## config.mk

```make
export PLATFORM = sky130hd
export DESIGN_NAME = gt1_loader
export DESIGN_NICKNAME = d
export VERILOG_FILES = /design/src/rtl/gt1_pkg.sv /design/src/rtl/gt1_loader.sv
export SDC_FILE = /design/constraint.sdc
export NUM_CORES = 1
export LEC_CHECK = 0
export CAP_MARGIN = 5
export CORE_ASPECT_RATIO = 0.75
export CORE_MARGIN = 2
export CORE_UTILIZATION = 45
export DETAILED_ROUTE_END_ITERATION = 12
export PLACE_DENSITY = 0.68
export RECOVER_POWER = 100
export SLEW_MARGIN = 20
export SYNTH_ARGS = -nofsm -noshare
export SYNTH_HDL_FRONTEND = slang
export SYNTH_SLANG_ARGS = --single-unit
```

## constraint.sdc

```tcl
create_clock -name clk -period 6.21 [get_ports clk]
set_input_delay 1.242 -clock clk [delete_from_list [all_inputs] [get_ports clk]]
set_output_delay 1.242 -clock clk [all_outputs]
set_load 0.1 [all_outputs]
```

## src/rtl/gt1_pkg.sv

```systemverilog
// ---------------------------------------------------------------------------
// gt1_pkg
//   Shared definitions for the GT1 program-image loader.
//   - gt1_state_t    : loader FSM state encoding
//   - gt1_addr_t     : 16-bit Gigatron address
//   - GT1_END_MARKER : segment-high byte that terminates the segment list
//   - GT1_PAGE_BYTES : size of one RAM page; segments may not cross one
//   - gt1_seg_len()  : decodes a GT1 length byte (0x00 means a full page)
// ---------------------------------------------------------------------------
package gt1_pkg;

  typedef logic [15:0] gt1_addr_t;

  localparam logic [7:0] GT1_END_MARKER = 8'h00;
  localparam int         GT1_PAGE_BYTES = 256;

  typedef enum logic [3:0] {
    S_IDLE    = 4'd0,
    S_SEG_HI  = 4'd1,
    S_SEG_LO  = 4'd2,
    S_SEG_LEN = 4'd3,
    S_DATA    = 4'd4,
    S_EXEC_HI = 4'd5,
    S_EXEC_LO = 4'd6,
    S_DONE    = 4'd7,
    S_ERROR   = 4'd8
  } gt1_state_t;

  // A length byte of zero encodes a full page, so the count needs 9 bits.
  function automatic logic [8:0] gt1_seg_len(input logic [7:0] len_byte);
    if (len_byte == 8'h00) begin
      return 9'(GT1_PAGE_BYTES);
    end
    return {1'b0, len_byte};
  endfunction

endpackage

```

## src/rtl/gt1_loader.sv

```systemverilog
// ---------------------------------------------------------------------------
// gt1_loader
//   Streams a GT1 program image out of the option ROM (one byte per cycle),
//   walks its segment list and writes every payload byte into main RAM
//   through a ready-gated write port, then captures the execute address
//   from the trailer for the boot logic.
//
// Parameters
//   ROM_BYTES    : size of the ROM image window; fetching at or past
//                  START_OFFSET + ROM_BYTES aborts the load
//   START_OFFSET : ROM offset of the first GT1 byte
//
// Ports
//   clk        in   system clock
//   reset      in   synchronous, active-high reset
//   start      in   one-cycle pulse, starts a load when idle
//   rom_addr   out  ROM byte address (ROM answers combinationally)
//   rom_data   in   ROM byte at rom_addr
//   ram_addr   out  RAM write address
//   ram_wdata  out  RAM write data
//   ram_we     out  RAM write request, held until accepted
//   ram_ready  in   RAM accepts the write when ram_we && ram_ready
//   busy       out  load in progress
//   done       out  sticky, load completed
//   error      out  sticky, load aborted (page crossing or ROM overrun)
//   exec_addr  out  execute address taken from the trailer
//   exec_valid out  exec_addr is valid (set together with done)
//   checksum   out  only with GT1_LOADER_CHECKSUM_EN defined: mod-256 sum
//                   of all accepted write data, valid when done
//
// Build option
//   GT1_LOADER_CHECKSUM_EN : adds the checksum output and its adder.
// ---------------------------------------------------------------------------
module gt1_loader
  import gt1_pkg::*;
#(
  parameter int ROM_BYTES    = 32768,
  parameter int START_OFFSET = 0
) (
  input  logic        clk,
  input  logic        reset,
  input  logic        start,
  output logic [15:0] rom_addr,
  input  logic [7:0]  rom_data,
  output logic [15:0] ram_addr,
  output logic [7:0]  ram_wdata,
  output logic        ram_we,
  input  logic        ram_ready,
  output logic        busy,
  output logic        done,
  output logic        error,
  output logic [15:0] exec_addr,
  output logic        exec_valid
`ifdef GT1_LOADER_CHECKSUM_EN
  ,
  output logic [7:0]  checksum
`endif
);

  // The fetch pointer carries one extra bit so an image window that ends
  // exactly at 64K can be compared without the pointer wrapping to zero.
  localparam logic [16:0] START_PTR = 17'(START_OFFSET);
  localparam logic [16:0] END_PTR   = 17'(START_OFFSET + ROM_BYTES);

  gt1_state_t  state;
  gt1_state_t  state_next;
  logic [16:0] ptr;
  logic [7:0]  seg_hi;
  logic [7:0]  seg_lo;
  logic [8:0]  seg_len;
  logic [8:0]  index;
  logic [7:0]  seg_count;

  logic        overrun;
  logic [8:0]  len_decoded;
  logic [9:0]  seg_end;
  logic        crosses;
  logic        accept;
  logic        last_byte;
  logic        in_data;

  // Any state that would consume the byte at ptr must first check that
  // ptr is still inside the ROM window.
  assign overrun     = (ptr >= END_PTR);
  assign len_decoded = gt1_seg_len(rom_data);
  assign seg_end     = {2'b00, seg_lo} + {1'b0, len_decoded};
  assign crosses     = (seg_end > 10'(GT1_PAGE_BYTES));
  assign in_data     = (state == S_DATA);
  assign last_byte   = ((index + 9'd1) == seg_len);

  // Only registered state feeds the write address/data, so a stall on
  // ram_ready simply freezes ptr and index and everything holds stable.
  assign ram_we    = in_data && !overrun;
  assign ram_addr  = in_data ? {seg_hi, seg_lo + index[7:0]} : 16'h0000;
  assign ram_wdata = in_data ? rom_data : 8'h00;
  assign accept    = ram_we && ram_ready;

  // The pointer stops at END_PTR at most; the top bit only shows up when
  // the window ends at 64K, in which case the address pins saturate.
  assign rom_addr = ptr[16] ? 16'hFFFF : ptr[15:0];

  // Next-state decode. An overrun in any fetching state diverts to ERROR
  // before the byte is used. A zero high byte only ends the list once at
  // least one segment has been loaded; before that it is page zero.
  always_comb begin
    state_next = state;
    unique case (state)
      S_IDLE: begin
        if (start) begin
          state_next = S_SEG_HI;
        end
      end
      S_SEG_HI: begin
        if (overrun) begin
          state_next = S_ERROR;
        end else if ((rom_data == GT1_END_MARKER) && (seg_count != 8'd0)) begin
          state_next = S_EXEC_HI;
        end else begin
          state_next = S_SEG_LO;
        end
      end
      S_SEG_LO: begin
        state_next = overrun ? S_ERROR : S_SEG_LEN;
      end
      S_SEG_LEN: begin
        state_next = (overrun || crosses) ? S_ERROR : S_DATA;
      end
      S_DATA: begin
        if (overrun) begin
          state_next = S_ERROR;
        end else if (accept && last_byte) begin
          state_next = S_SEG_HI;
        end
      end
      S_EXEC_HI: begin
        state_next = overrun ? S_ERROR : S_EXEC_LO;
      end
      S_EXEC_LO: begin
        state_next = overrun ? S_ERROR : S_DONE;
      end
      S_DONE: begin
        state_next = S_IDLE;
      end
      S_ERROR: begin
        state_next = S_IDLE;
      end
      default: begin
        state_next = S_IDLE;
      end
    endcase
  end

  // Datapath and status registers. Each fetching state advances ptr only
  // when it actually consumes the byte; status flags are updated on entry
  // to DONE/ERROR so they are visible during that one-cycle state.
  always_ff @(posedge clk) begin
    if (reset) begin
      state      <= S_IDLE;
      ptr        <= START_PTR;
      seg_hi     <= 8'h00;
      seg_lo     <= 8'h00;
      seg_len    <= 9'd0;
      index      <= 9'd0;
      seg_count  <= 8'd0;
      busy       <= 1'b0;
      done       <= 1'b0;
      error      <= 1'b0;
      exec_addr  <= 16'h0000;
      exec_valid <= 1'b0;
`ifdef GT1_LOADER_CHECKSUM_EN
      checksum   <= 8'h00;
`endif
    end else begin
      state <= state_next;

      unique case (state)
        S_IDLE: begin
          if (start) begin
            ptr        <= START_PTR;
            busy       <= 1'b1;
            done       <= 1'b0;
            error      <= 1'b0;
            exec_valid <= 1'b0;
            seg_count  <= 8'd0;
`ifdef GT1_LOADER_CHECKSUM_EN
            checksum   <= 8'h00;
`endif
          end
        end
        S_SEG_HI: begin
          if (!overrun) begin
            seg_hi <= rom_data;
            ptr    <= ptr + 17'd1;
          end
        end
        S_SEG_LO: begin
          if (!overrun) begin
            seg_lo <= rom_data;
            ptr    <= ptr + 17'd1;
          end
        end
        S_SEG_LEN: begin
          if (state_next == S_DATA) begin
            seg_len <= len_decoded;
            index   <= 9'd0;
            ptr     <= ptr + 17'd1;
          end
        end
        S_DATA: begin
          if (accept) begin
            ptr   <= ptr + 17'd1;
            index <= index + 9'd1;
`ifdef GT1_LOADER_CHECKSUM_EN
            checksum <= checksum + rom_data;
`endif
            // Saturating: the count only needs to tell "none" from "some".
            if (last_byte && (seg_count != 8'hFF)) begin
              seg_count <= seg_count + 8'd1;
            end
          end
        end
        S_EXEC_HI: begin
          if (!overrun) begin
            exec_addr[15:8] <= rom_data;
            ptr             <= ptr + 17'd1;
          end
        end
        S_EXEC_LO: begin
          if (!overrun) begin
            exec_addr[7:0] <= rom_data;
            ptr            <= ptr + 17'd1;
          end
        end
        default: begin
        end
      endcase

      if ((state_next == S_DONE) && (state != S_DONE)) begin
        done       <= 1'b1;
        exec_valid <= 1'b1;
        busy       <= 1'b0;
      end

      if ((state_next == S_ERROR) && (state != S_ERROR)) begin
        error <= 1'b1;
        busy  <= 1'b0;
      end
    end
  end

endmodule

```

# Word-level counts from Yosys, hierarchy flattened

Index checks and enable logic that the tools add are counted.

Word-level logic and storage cells: 102
Output and inout port bits: 61
Bits in registers: 82

Reductions and logical operators: 32
Add/sub/neg operators: 5
Bitwise logic cells: 1
Equality and inequality tests: 18
Order comparisons: 2
Multiplexer cells: 32

Operators by type and width:

| operator                                                            | count |
|---|---|
| 2-to-1 mux 17 bit                                                   | 4 |
| case mux 17 bit (4 select lines)                                    | 1 |
| 2-to-1 mux 9 bit                                                    | 4 |
| 2-to-1 mux 16 bit                                                   | 2 |
| 2-to-1 mux 4 bit                                                    | 8 |
| 2-to-1 mux 8 bit                                                    | 4 |
| case mux 4 bit (7 select lines)                                     | 1 |
| == test 4 x 3 -> 1 bit, second input constant                       | 5 |
| case mux 9 bit (2 select lines)                                     | 1 |
| adder 17 x 1 -> 17 bit, second input constant                       | 1 |
| greater-or-equal comparator 17 x 16 -> 1 bit, second input constant | 1 |
| case mux 8 bit (2 select lines)                                     | 1 |
| AND reduction 2 bit                                                 | 8 |
| nonzero test 2 bit                                                  | 6 |
| adder 8 x 9 -> 10 bit                                               | 1 |
| greater-than comparator 10 x 9 -> 1 bit, second input constant      | 1 |
| adder 9 x 1 -> 9 bit, second input constant                         | 1 |
| == test 9 bit                                                       | 1 |
| adder 8 x 1 -> 8 bit, second input constant                         | 1 |
| adder 8 bit                                                         | 1 |
| == test 4 x 2 -> 1 bit, second input constant                       | 2 |
| logical NOT 8 bit                                                   | 1 |
| inequality test 2 bit, second input constant                        | 4 |
| inequality test 8 bit, second input constant                        | 1 |
| 19 further kinds                                                    | 29 |

# Logic depth before layout (Yosys ltp)

Gate-level depths: netlist of run 1.

Word-level depth: 12
Mapped depth: 11
Gate-level depth less buffers: 9

# Least setup slack after synthesis of run 1

OpenSTA, ideal clock, no wires.

Path type: flip-flop to output port
Start point: register seg_lo[1]
End point: output ram_addr[7]
Cell stages (with the launch flop): 9
Arrival time: 3.305 ns
Slack: 1.663 ns
Data required time: 4.968 ns
Path through: dfxtp_1 -> ha_1 -> a21o_1 -> a21o_1 -> a21o_1 -> a21o_1 -> a21o_1 -> a21oi_1 -> mux2i_1

Word-level cells in the longest chain between the ends: 2

RTL lines:

| item                   | RTL line          | text |
|---|---|---|
| from (decl)            | gt1_loader.sv:69  | `logic [7:0] seg_lo;` |
| from (signal assigned) | gt1_loader.sv:198 | `seg_lo <= rom_data;` |
| adder 8 bit            | gt1_loader.sv:94  | `assign ram_addr = in_data ? {seg_hi, seg_lo + index[7:0]} : 16'h0000;` |
| 2-to-1 mux 16 bit      | gt1_loader.sv:94  |  |
| to (decl)              | gt1_loader.sv:45  | `output logic [15:0] ram_addr,` |

No other way between the ends.

# Worst setup path in the final report of run 1

Start point: input rom_data[0]
End point: register index[3]

Word-level cells in the longest chain between the ends: 11
Elaborated cells between the ends (all ways): 14
Those cells by class: 1 x add/sub; 1 x order compare; 2 x eq/ne; 6 x mux; 4 x reduce/logical

RTL lines:

| item                                    | RTL line                         | text |
|---|---|---|
| from (decl)                             | gt1_loader.sv:44                 | `input logic [7:0] rom_data,` |
| logical NOT 8 bit                       | gt1_pkg.sv:31, gt1_loader.sv:116 |  |
| 2-to-1 mux 1 bit                        | gt1_pkg.sv:31                    | `if (len_byte == 8'h00) begin` |
| 2-to-1 mux 9 bit                        | gt1_pkg.sv:34                    | `return {1'b0, len_byte};` |
| adder 8 x 9 -> 10 bit                   | gt1_loader.sv:86                 | `assign seg_end = {2'b00, seg_lo} + {1'b0, len_decoded};` |
| greater-than comparator 10 x 9 -> 1 bit | gt1_loader.sv:87                 | `assign crosses = (seg_end > 10'(GT1_PAGE_BYTES));` |
| logical OR 1 bit                        | gt1_loader.sv:126                | `state_next = (overrun \|\| crosses) ? S_ERROR : S_DATA;` |
| 2-to-1 mux 4 bit                        | gt1_loader.sv:126                |  |
| case mux 4 bit (7 select lines) *       | gt1_loader.sv:107                | `unique case (state)` |
| == test 4 x 3 -> 1 bit *                | gt1_loader.sv:203                | `if (state_next == S_DATA) begin` |
| inequality test 2 bit (no line) *       | -                                |  |
| AND reduction 3 bit (no line) *         | -                                |  |
| to (signal assigned)                    | gt1_loader.sv:212                | `index <= index + 9'd1;` |
| to (decl)                               | gt1_loader.sv:71                 | `logic [8:0] index;` |

Mark *: on every way between the ends. The rest lies on a longest branch, timed or not.
A chain may end at the register's enable or synchronous reset.

==> results of run 1 <==
state kept, by name (all words and copies together), names as in the netlist:
register,cells
ptr,17
exec_addr,16
index,9
seg_len,9
seg_count,8
seg_hi,8
seg_lo,8
state,4
busy,1
error,1
exec_valid,1
stage by stage:
step	instances	setup slack, ns
2_1_floorplan	603	1.66
3_3_place_gp	784	1.42
3_5_place_dp	784	1.32
4_1_cts	800	1.43
5_1_grt	800	0.698
6_report	800	1.01
layer usage:
metal  vias to the layer above  GRT usage  part of all wire
met4                         0     0.0954             0.024
met2                       157      0.367              0.44
met3                        26     0.0459             0.060
met1                      2270      0.324              0.48
li1                       2286          -                 -
met5                         -          0                 0
kinds of logic after synthesis:
| logic type | share of synthesized area |
|---|---|
| AOI/OAI and AO/OA | 0.215 |
| DFF | 0.332 |
| buffers and inverters | 0.0484 |
| adders and majority gates | 0.0587 |
| muxes | 0.0527 |
| and+or+nand+nor | 0.246 |
| xor gates and xnor gates | 0.0468 |
placed cells by master, fill, tap and decap left out, types with 20 or more instances in the layout:
master	count
o21ai_0	35
a21oi_1	51
dlygate4sd3_1	71
ha_1	20
nor2_1	54
inv_1	23
and2_1	20
nand2_1	41
nand3_1	35
dfxtp_1	82
mux2i_1	26
power groups by stage:
| stage | sequential (mW) | combinational (mW) | clock, mW |
|---|---|---|---|
| 2_1_floorplan | 0.576 | 0.189 | 0 |
| 3_3_place_gp | 0.572 | 0.253 | 0 |
| 3_5_place_dp | 0.573 | 0.259 | 0 |
| 4_1_cts | 0.561 | 0.261 | 0.634 |
| 5_1_grt | 0.564 | 0.278 | 0.659 |
| 6_report | 0.562 | 0.258 | 0.627 |
worst max-delay path by stage:
stage	start	end	slack, ns	depth (start not counted)
floorplan	seg_lo[1]	ram_addr[7]	1.66	8
global placement	rom_data[0]	ptr[14]	1.42	10
detailed placement	rom_data[0]	ptr[5]	1.32	10
CTS	seg_lo[1]	ram_addr[7]	1.43	9
global route	rom_data[0]	index[8]	0.70	10
finish	rom_data[0]	index[3]	1.01	10
area by class of cell:
cell class / count / area, µm²
inverter: 23 / 86.3
clock inverter: 7 / 124
fill: 989 / 4800
clock buffer: 9 / 225
timing repair buffer: 77 / 746
multi-input combinational: 462 / 3020
tap: 140 / 175
sequential: 82 / 1640
worst min-delay path: cells and delay by family, from the launching register on:
kind               cells  cell delay [ns]
DFF                    1             0.31
and+or+nand+nor        1             0.05
AOI/OAI and AO/OA      1             0.05
==> reports/results.txt, run 1 <==
result of the run: finished, final reports clean
number of placement rows: 33
measured slew at the worst slew-check pin: 1.44 ns
sum of routed wire length over all layers: 13700 µm
post-route clock period utilization: 0.838
startpoint of the tightest hold check path: exec_addr[2]
cell type with the highest aggregate area in the netlist: dfxtp_1
Crit path largest cell delay: 1.08 ns
initial antenna violation count: 0
Final Max Tran Viols: 0
floorplan die height: 94.8 µm
most frequent cell on the critical path: o21ai_0
tightest slew margin relative to the limit: 0.0325
count of distinct cell types in the synthesized netlist: 61
total core area: 10800 µm²
Post-CTS Hold Fix Bufs: 0
Synth top area share: 0.332
Num CTS Buffers: 9
Clock Tree Buf Depth: 2
via density per instance: 5.92
DR DRC count: 0
number of flip-flops and latches in the synthesized netlist: 82
Clock Latency Late Sink: 0.35 ns
crit-path leading delay family: compound AO/OA/AOI/OAI gates
total via count after detailed routing: 4739
worst reg-to-reg path cell count: 9
PD cells: 240 nW/µm²
clock power share: 0.433
final hold slack: 0.454 ns
source of the worst register-to-register timing path: seg_lo[0]
initial core utilization: 0.457
PnR Total Power: 1.45 mW
total half-perimeter wirelength after legalization and detailed placement: 9820 µm
cell count after synthesis: 603
clk slew on worst S/H paths: 0.06 ns
Routed WL per cell: 17.1 µm
post-synthesis cell area: 4940 µm²
global router's overall resource usage: 0.236
count of nets after finishing: 689
wire length of the first global-routing pass: 22400 µm
maximum fanout along the worst path: 15
endpoint of the most critical register-to-register path: index[3]
input/output buffers: 72
register-to-register setup slack: 2.30 ns
total count of hold-check failures in the final report: 0
critical path class: primary input to flip-flop
share of power burned in combinational logic: 0.179
minimum clock period after layout: 5.20 ns
residual overflow from global routing: 0
Fmax: 192 MHz
part of the total power dissipated in sequential elements: 0.388
terminating pin of the worst hold path: exec_addr[2]
Synth-to-Final Area Change: 21.8%
area of all placed cells without fillers: 6020 µm²
sequential share of the synthesized area: 0.332
number of top-level pins: 73
Critical-path top delay cell: a22oi_1
leading post-synthesis cells by cell area: dfxtp_1, mux2i_1, a21oi_1
leading cell type by number of instances after synthesis: dfxtp_1
Fin Setup TNS: 0 ns
Switching Share: 0.294
reported net switching power: 0.425 mW
worst supply voltage drop on vdd: 0.141 mV
diode count: 0
predominant post-synthesis flop cell: dfxtp_1
Iteration-0 DRC Markers: 340
weighted congestion at the end of routability-driven global placement: 0.862
clock skew: 0.00869 ns
kind of capture point of the worst setup path: flip-flop
cell depth of the worst hold path: 2
remaining antenna violation count: 0
Req. time, crit path: 6.46 ns
Final setup viols: 0
root buffer selected by CTS: clkbuf_16
Die Outline Area: 11800 µm²
syn avg cell area: 8.20 µm²
Internal Dissipation: 1.02 mW
LEAKAGE: 2.51 nW
CP bufs+invs: 1
largest net degree at the start of global routing: 77
H-tree levels: 3
Post-Syn Nets: 637
count of flip-flops with a built-in enable after synthesis: 0
CTS tree: built
fraction of final layout cells with drive strength greater than 1: 0.0652
die width: 125 µm
unrepaired setup endpoints after global routing: no
Post-CTS Setup Repair Bufs: 0
Startpoint Class: primary input
number of sinks handled by clock tree synthesis: 82
Placement Cell Area: 5720 µm²
critical-path cell list: dlygate4sd3_1 -> ha_1 -> fa_1 -> a21o_1 -> o2bb2ai_1 -> o21ai_0 -> a2111oi_4 -> a22oi_1 -> o21ai_0 -> a311oi_1
classification of the worst-slack hold path: flip-flop to flip-flop
via count of the first global-routing pass: 4448
post-cts gate resize count: 0
count of max-cap constraint violations: 0
Arr. time, crit path: 5.46 ns
final core utilization: 0.556
first drt pass iteration count: 5
ranking of synthesized cells by instance count: dfxtp_1, nor2_1, a21oi_1, nand2_1, nand3_1
proportion of register bits with asynchronous set or reset after synthesis: 0
Yosys Warn Count: 0
(Power assumes the default switching activity.)
==> inputs of run 2 (changes only) <==
- PLACE_DENSITY: 0.68 -> 0.71
- clock period: 6.21 -> 4.4 ns (I/O delays scaled with it)
==> run 2 against run 1 <==
  * Critical path depth up 1
  * Global-route usage decreased by 0.75 points
  * Cell area shrank 2.2%
  * Hold slack lost 0.0019 ns
  * Total power grew 31%
  * Final cell count up 1.4%
  * Sequential cell count unchanged
  * Clock skew increased by 0.0017 ns
  * Sequential power up 41%
==> reports/results.txt, run 2 (synthesis gave the netlist of run 1 again) <==
Synth-to-Final Area Change: 19.0%
measured slew at the worst slew-check pin: 1.19 ns
critical-path cell list: dlygate4sd3_1 -> ha_1 -> fa_1 -> a21o_1 -> o2bb2ai_1 -> o21ai_0 -> a2111oi_4 -> a22o_2 -> o21ai_0 -> clkbuf_1 -> o32ai_1
Startpoint Class: primary input
number of placement rows: 33
Fin Setup TNS: 0 ns
number of top-level pins: 73
classification of the worst-slack hold path: flip-flop to flip-flop
via density per instance: 5.85
leading cell type in the layout, fill and taps excluded: dfxtp_1
initial core utilization: 0.457
largest reg by FF count: ptr
DR DRC count: 0
total core area: 10800 µm²
clock skew: 0.0104 ns
Num CTS Buffers: 9
endpoint of the most critical register-to-register path: ptr[2]
root buffer selected by CTS: clkbuf_16
crit-path leading delay family: compound AO/OA/AOI/OAI gates
post-route clock period utilization: 0.926
remaining antenna violation count: 0
Final setup viols: 0
wire length of the first global-routing pass: 21900 µm
area of all placed cells without fillers: 5880 µm²
maximum fanout along the worst path: 8
largest registers: ptr: 17 flops, exec_addr: 16 flops
fill cell instance count of the final layout: 985
first drt pass iteration count: 5
diode count: 0
CP bufs+invs: 2
Arr. time, crit path: 4.28 ns
via count of the first global-routing pass: 4389
leading cell types in the layout, fill and taps excluded: dfxtp_1, nor2_1, a21oi_1
H-tree levels: 3
Clock Tree Buf Depth: 2
Routed WL per cell: 16.7 µm
most frequent cell on the critical path: o21ai_0
sum of routed wire length over all layers: 13500 µm
LEAKAGE: 2.39 nW
CTS tree: built
total via count after detailed routing: 4747
worst supply voltage drop on vdd: 0.234 mV
result of the run: finished, final reports clean
floorplan die height: 94.8 µm
fraction of final layout cells with drive strength greater than 1: 0.0849
total count of hold-check failures in the final report: 0
Clock Latency Late Sink: 0.34 ns
Req. time, crit path: 4.61 ns
terminating pin of the worst hold path: exec_addr[5]
input/output buffers: 72
Post-CTS Hold Fix Bufs: 0
Iteration-0 DRC Markers: 353
count of max-cap constraint violations: 0
minimum clock period after layout: 4.07 ns
PnR Total Power: 1.89 mW
largest net degree at the start of global routing: 45
source of the worst register-to-register timing path: seg_lo[0]
Crit path largest cell delay: 0.61 ns
Fmax: 246 MHz
unrepaired setup endpoints after global routing: no
startpoint of the tightest hold check path: exec_addr[5]
clk slew on worst S/H paths: 0.07 ns
Placement Cell Area: 5740 µm²
kind of capture point of the worst setup path: flip-flop
Critical-path top delay cell: o21ai_0
global router's overall resource usage: 0.229
number of sinks handled by clock tree synthesis: 82
PD cells: 322 nW/µm²
flip-flop count of the largest register, all copies and words added: 17
cell depth of the worst hold path: 2
tightest slew margin relative to the limit: 0.213
Post-CTS Setup Repair Bufs: 0
Die Outline Area: 11800 µm²
register-to-register setup slack: 1.07 ns
Final Max Tran Viols: 0
weighted congestion at the end of routability-driven global placement: 0.946
die width: 125 µm
critical path class: primary input to flip-flop
count of nets after finishing: 700
total half-perimeter wirelength after legalization and detailed placement: 9850 µm
worst reg-to-reg path cell count: 10
initial antenna violation count: 0
residual overflow from global routing: 0
post-cts gate resize count: 0
run 2: changes by cell type in the layout (fill, tap and decap cells not counted), moves of 2 or more:
cell             delta
clkinvlp_4          +2
clkbuf_2            +2
bufinv_16           -3
clkdlybuf4s50_1     +7
clkbuf_1           +23
dlygate4sd3_1      -32
buf_4              +11
run 2: cell type report:
cell class / instances / area [µm²] / share of cell area
Clock buffer: 9 / 225 / 0.0383
Clock inverter: 7 / 60.1 / 0.0102
Inverter: 23 / 86.3 / 0.0147
Multi-Input combinational cell: 462 / 3020 / 0.513
Sequential cell: 82 / 1640 / 0.279
Tap cell: 140 / 175 / 0.0298
Timing Repair Buffer: 88 / 674 / 0.115
run 2: per-stage QoR:
stage,instances,hold WS (ns),utilization,setup slack [ns]
after floorplan,603,0.455,-,0.215
after global placement,795,0.443,0.530,0.341
after detailed placement,795,0.446,0.530,0.242
after CTS,811,0.456,0.557,0.604
after global routing,811,0.473,0.544,0.182
final,811,0.453,0.544,0.327
run 2: where the power goes:
group	leakage, nW	total [mW]	switching [mW]	internal [mW]
combinational	1.60	0.375	0.250	0.126
clock	0.131	0.725	0.334	0.391
sequential	0.663	0.791	0.0269	0.764
run 2: worst register-to-register path: stages (launching register included):
cell and delay, ns:
dfxtp_1 0.34, ha_1 0.25, fa_1 0.41, a21o_1 0.20
o2bb2ai_1 0.16, o21ai_0 0.30, a2111oi_4 0.15, a22o_2 0.24
o21ai_0 0.61, clkbuf_1 0.40, o32ai_1 0.14
run 2: routing by layer:
metal  up-vias  part of all wire  track usage
li1       2300                 -            -
met1      2252              0.49        0.312
met2       171              0.44        0.366
met3        24             0.054       0.0487
met4         0             0.017       0.0694
met5         -                 0            0
run 2: worst max path at each step:
stage | end | slack, ns | cells past startpoint | startpoint
2_1_floorplan | ram_addr[7] | 0.22 | 8 | seg_lo[1]
3_3_place_gp | index[7] | 0.34 | 10 | rom_data[0]
4_1_cts | index[7] | 0.60 | 10 | rom_data[0]
5_1_grt | seg_len[4] | 0.18 | 11 | rom_data[0]
6_report | ptr[2] | 0.33 | 11 | rom_data[0]
3_5_place_dp | index[7] | 0.24 | 10 | rom_data[0]
==> inputs of run 3 (changes only) <==
- CORE_UTILIZATION: 45 -> 37
- PLACE_DENSITY: 0.71 -> not set
- clock period: 4.4 -> 5.2 ns (I/O delays scaled with it)
==> run 3 against run 2 <==
  * First-iteration DRC count rose by 6.8%
  * Register-to-register slack improved by 0.51 ns
  * Sequential cell count did not move
  * Hold slack got worse by 0.0015 ns
  * Worst setup slack improved by 0.36 ns
  * Total power fell by 11%
  * Sequential share of layout area fell by 0.71 points
  * Largest cell class unchanged
  * Clock power fell by 3.9%
  * Sequential power fell by 15%
  * Via count fell by 1.3%
==> reports/results.txt, run 3 (synthesis gave the netlist of run 1 again) <==
result of the run: finished, final reports clean
setup slack after layout: 0.690 ns
total count of hold-check failures in the final report: 0
Critical-path top delay cell: clkbuf_1
Final Max Tran Viols: 0
weighted congestion at the end of routability-driven global placement: 0.826
post-cts gate resize count: 0
leading cell type in the layout, fill and taps excluded: dfxtp_1
critical path class: primary input to flip-flop
terminating pin of the worst hold path: exec_addr[5]
CP bufs+invs: 3
Startpoint Class: primary input
critical-path cell list: clkdlybuf4s50_1 -> buf_4 -> ha_1 -> fa_1 -> a21o_1 -> o2bb2ai_1 -> o21ai_0 -> a2111oi_4 -> a22oi_2 -> clkbuf_1 -> o21ai_1 -> a311oi_1
Switching Share: 0.301
Num CTS Buffers: 9
Arr. time, crit path: 4.76 ns
maximum fanout along the worst path: 26
CTS tree: built
Crit path largest cell delay: 0.88 ns
tightest slew margin relative to the limit: 0.205
initial core utilization: 0.380
classification of the worst-slack hold path: flip-flop to flip-flop
minimum clock period after layout: 4.51 ns
via count of the first global-routing pass: 4352
Synth-to-Final Area Change: 22.1%
number of placement rows: 36
number of sinks handled by clock tree synthesis: 82
Fin Setup TNS: 0 ns
Clock Tree Buf Depth: 2
PnR Total Power: 1.68 mW
part of the total power dissipated in sequential elements: 0.398
clock power share: 0.414
total core area: 13000 µm²
wire length of the first global-routing pass: 22900 µm
Post-CTS Setup Repair Bufs: 0
fraction of final layout cells with drive strength greater than 1: 0.0807
total half-perimeter wirelength after legalization and detailed placement: 10000 µm
total via count after detailed routing: 4685
final hold slack: 0.451 ns
kind of capture point of the worst setup path: flip-flop
largest net degree at the start of global routing: 40
LEAKAGE: 2.47 nW
Routed WL per cell: 16.7 µm
largest registers: ptr: 17 flops, exec_addr: 16 flops
worst reg-to-reg path cell count: 10
H-tree levels: 3
input/output buffers: 72
final core utilization: 0.464
largest reg by FF count: ptr
endpoint of the most critical register-to-register path: index[7]
first drt pass iteration count: 5
worst supply voltage drop on vdd: 0.152 mV
clk slew on worst S/H paths: 0.07 ns
count of nets after finishing: 698
global router's overall resource usage: 0.201
remaining antenna violation count: 0
post-route clock period utilization: 0.867
DR DRC count: 0
number of top-level pins: 73
measured slew at the worst slew-check pin: 1.20 ns
residual overflow from global routing: 0
diode count: 0
register-to-register setup slack: 1.58 ns
clock skew: 0.0119 ns
Req. time, crit path: 5.45 ns
via density per instance: 5.58
Fmax: 222 MHz
PD cells: 279 nW/µm²
setup slack at placement: 0.850 ns
share of power burned in combinational logic: 0.189
Iteration-0 DRC Markers: 377
floorplan die height: 104 µm
die width: 137 µm
flip-flop count of the largest register, all copies and words added: 17
sum of routed wire length over all layers: 14000 µm
initial antenna violation count: 0
Final setup viols: 0
cell depth of the worst hold path: 2
reported net switching power: 0.506 mW
startpoint of the tightest hold check path: exec_addr[5]
root buffer selected by CTS: clkbuf_16
unrepaired setup endpoints after global routing: no
crit-path leading delay family: compound AO/OA/AOI/OAI gates
Clock Latency Late Sink: 0.34 ns
Die Outline Area: 14300 µm²
Post-CTS Hold Fix Bufs: 0
source of the worst register-to-register timing path: seg_lo[0]
count of max-cap constraint violations: 0
leading cell types in the layout, fill and taps excluded: dfxtp_1, nor2_1, a21oi_1, dlygate4sd3_1, nand2_1
Internal Dissipation: 1.18 mW
[run 3: cell types whose count changed in the layout (fill, tap and decap cells not counted), sizes merged]
cell / delta
clkinvlp: -1
bufinv: +2
clkdlybuf4s50: +1
dlygate4sd3: +12
clkinv: +1
clkbuf: -14
inv: -2
buf: -1
[run 3: cell type report]
cell class / instances / area, µm²
Clock buffer: 9 / 225
Clock inverter: 7 / 101
Fill cell: 1261 / 6980
Inverter: 23 / 86.3
Multi-Input combinational cell: 462 / 3030
Sequential cell: 82 / 1640
Tap cell: 171 / 214
Timing Repair Buffer: 86 / 742
[run 3: worst max-delay path by stage]
| stage | from | endpoint | depth (start not counted) |
|---|---|---|---|
| finish | rom_data[0] | index[7] | 12 |
| CTS | seg_lo[1] | ram_addr[5] | 8 |
| detailed placement | rom_data[0] | ptr[5] | 12 |
| floorplan | seg_lo[1] | ram_addr[7] | 8 |
| global route | rom_data[0] | index[7] | 12 |
| global placement | rom_data[0] | index[2] | 12 |
[run 3: metal layers]
| layer | share of wire | global-route usage |
|---|---|---|
| met2 | 0.44 | 0.300 |
| met1 | 0.50 | 0.298 |
| met3 | 0.052 | 0.0322 |
| met5 | 0 | 0 |
| met4 | 0.0094 | 0.0574 |
[run 3: through the flow]
stage          cell area [µm²]  std cells
6_report                  6040        840
5_1_grt                   6040        840
4_1_cts                   6120        840
3_5_place_dp              5790        824
3_3_place_gp              5790        824
2_1_floorplan             4940        603
[run 3: worst register-to-register path, cell delays in order, from the launching register on]
cell       delay, ns
dfxtp_1         0.35
ha_1            0.26
fa_1            0.41
a21o_1          0.20
o2bb2ai_1       0.16
o21ai_0         0.31
a2111oi_4       0.15
a22oi_2         0.14
clkbuf_1        0.88
o21ai_1         0.34
a311oi_1        0.33
[run 3: power by group through the flow]
stage               clock network [mW]  registers, mW  logic, mW
floorplan                            0          0.688      0.226
global placement                     0          0.683      0.316
detailed placement                   0          0.684      0.320
CTS                              0.712          0.670      0.322
global route                     0.740          0.673      0.347
finish                           0.697          0.670      0.318
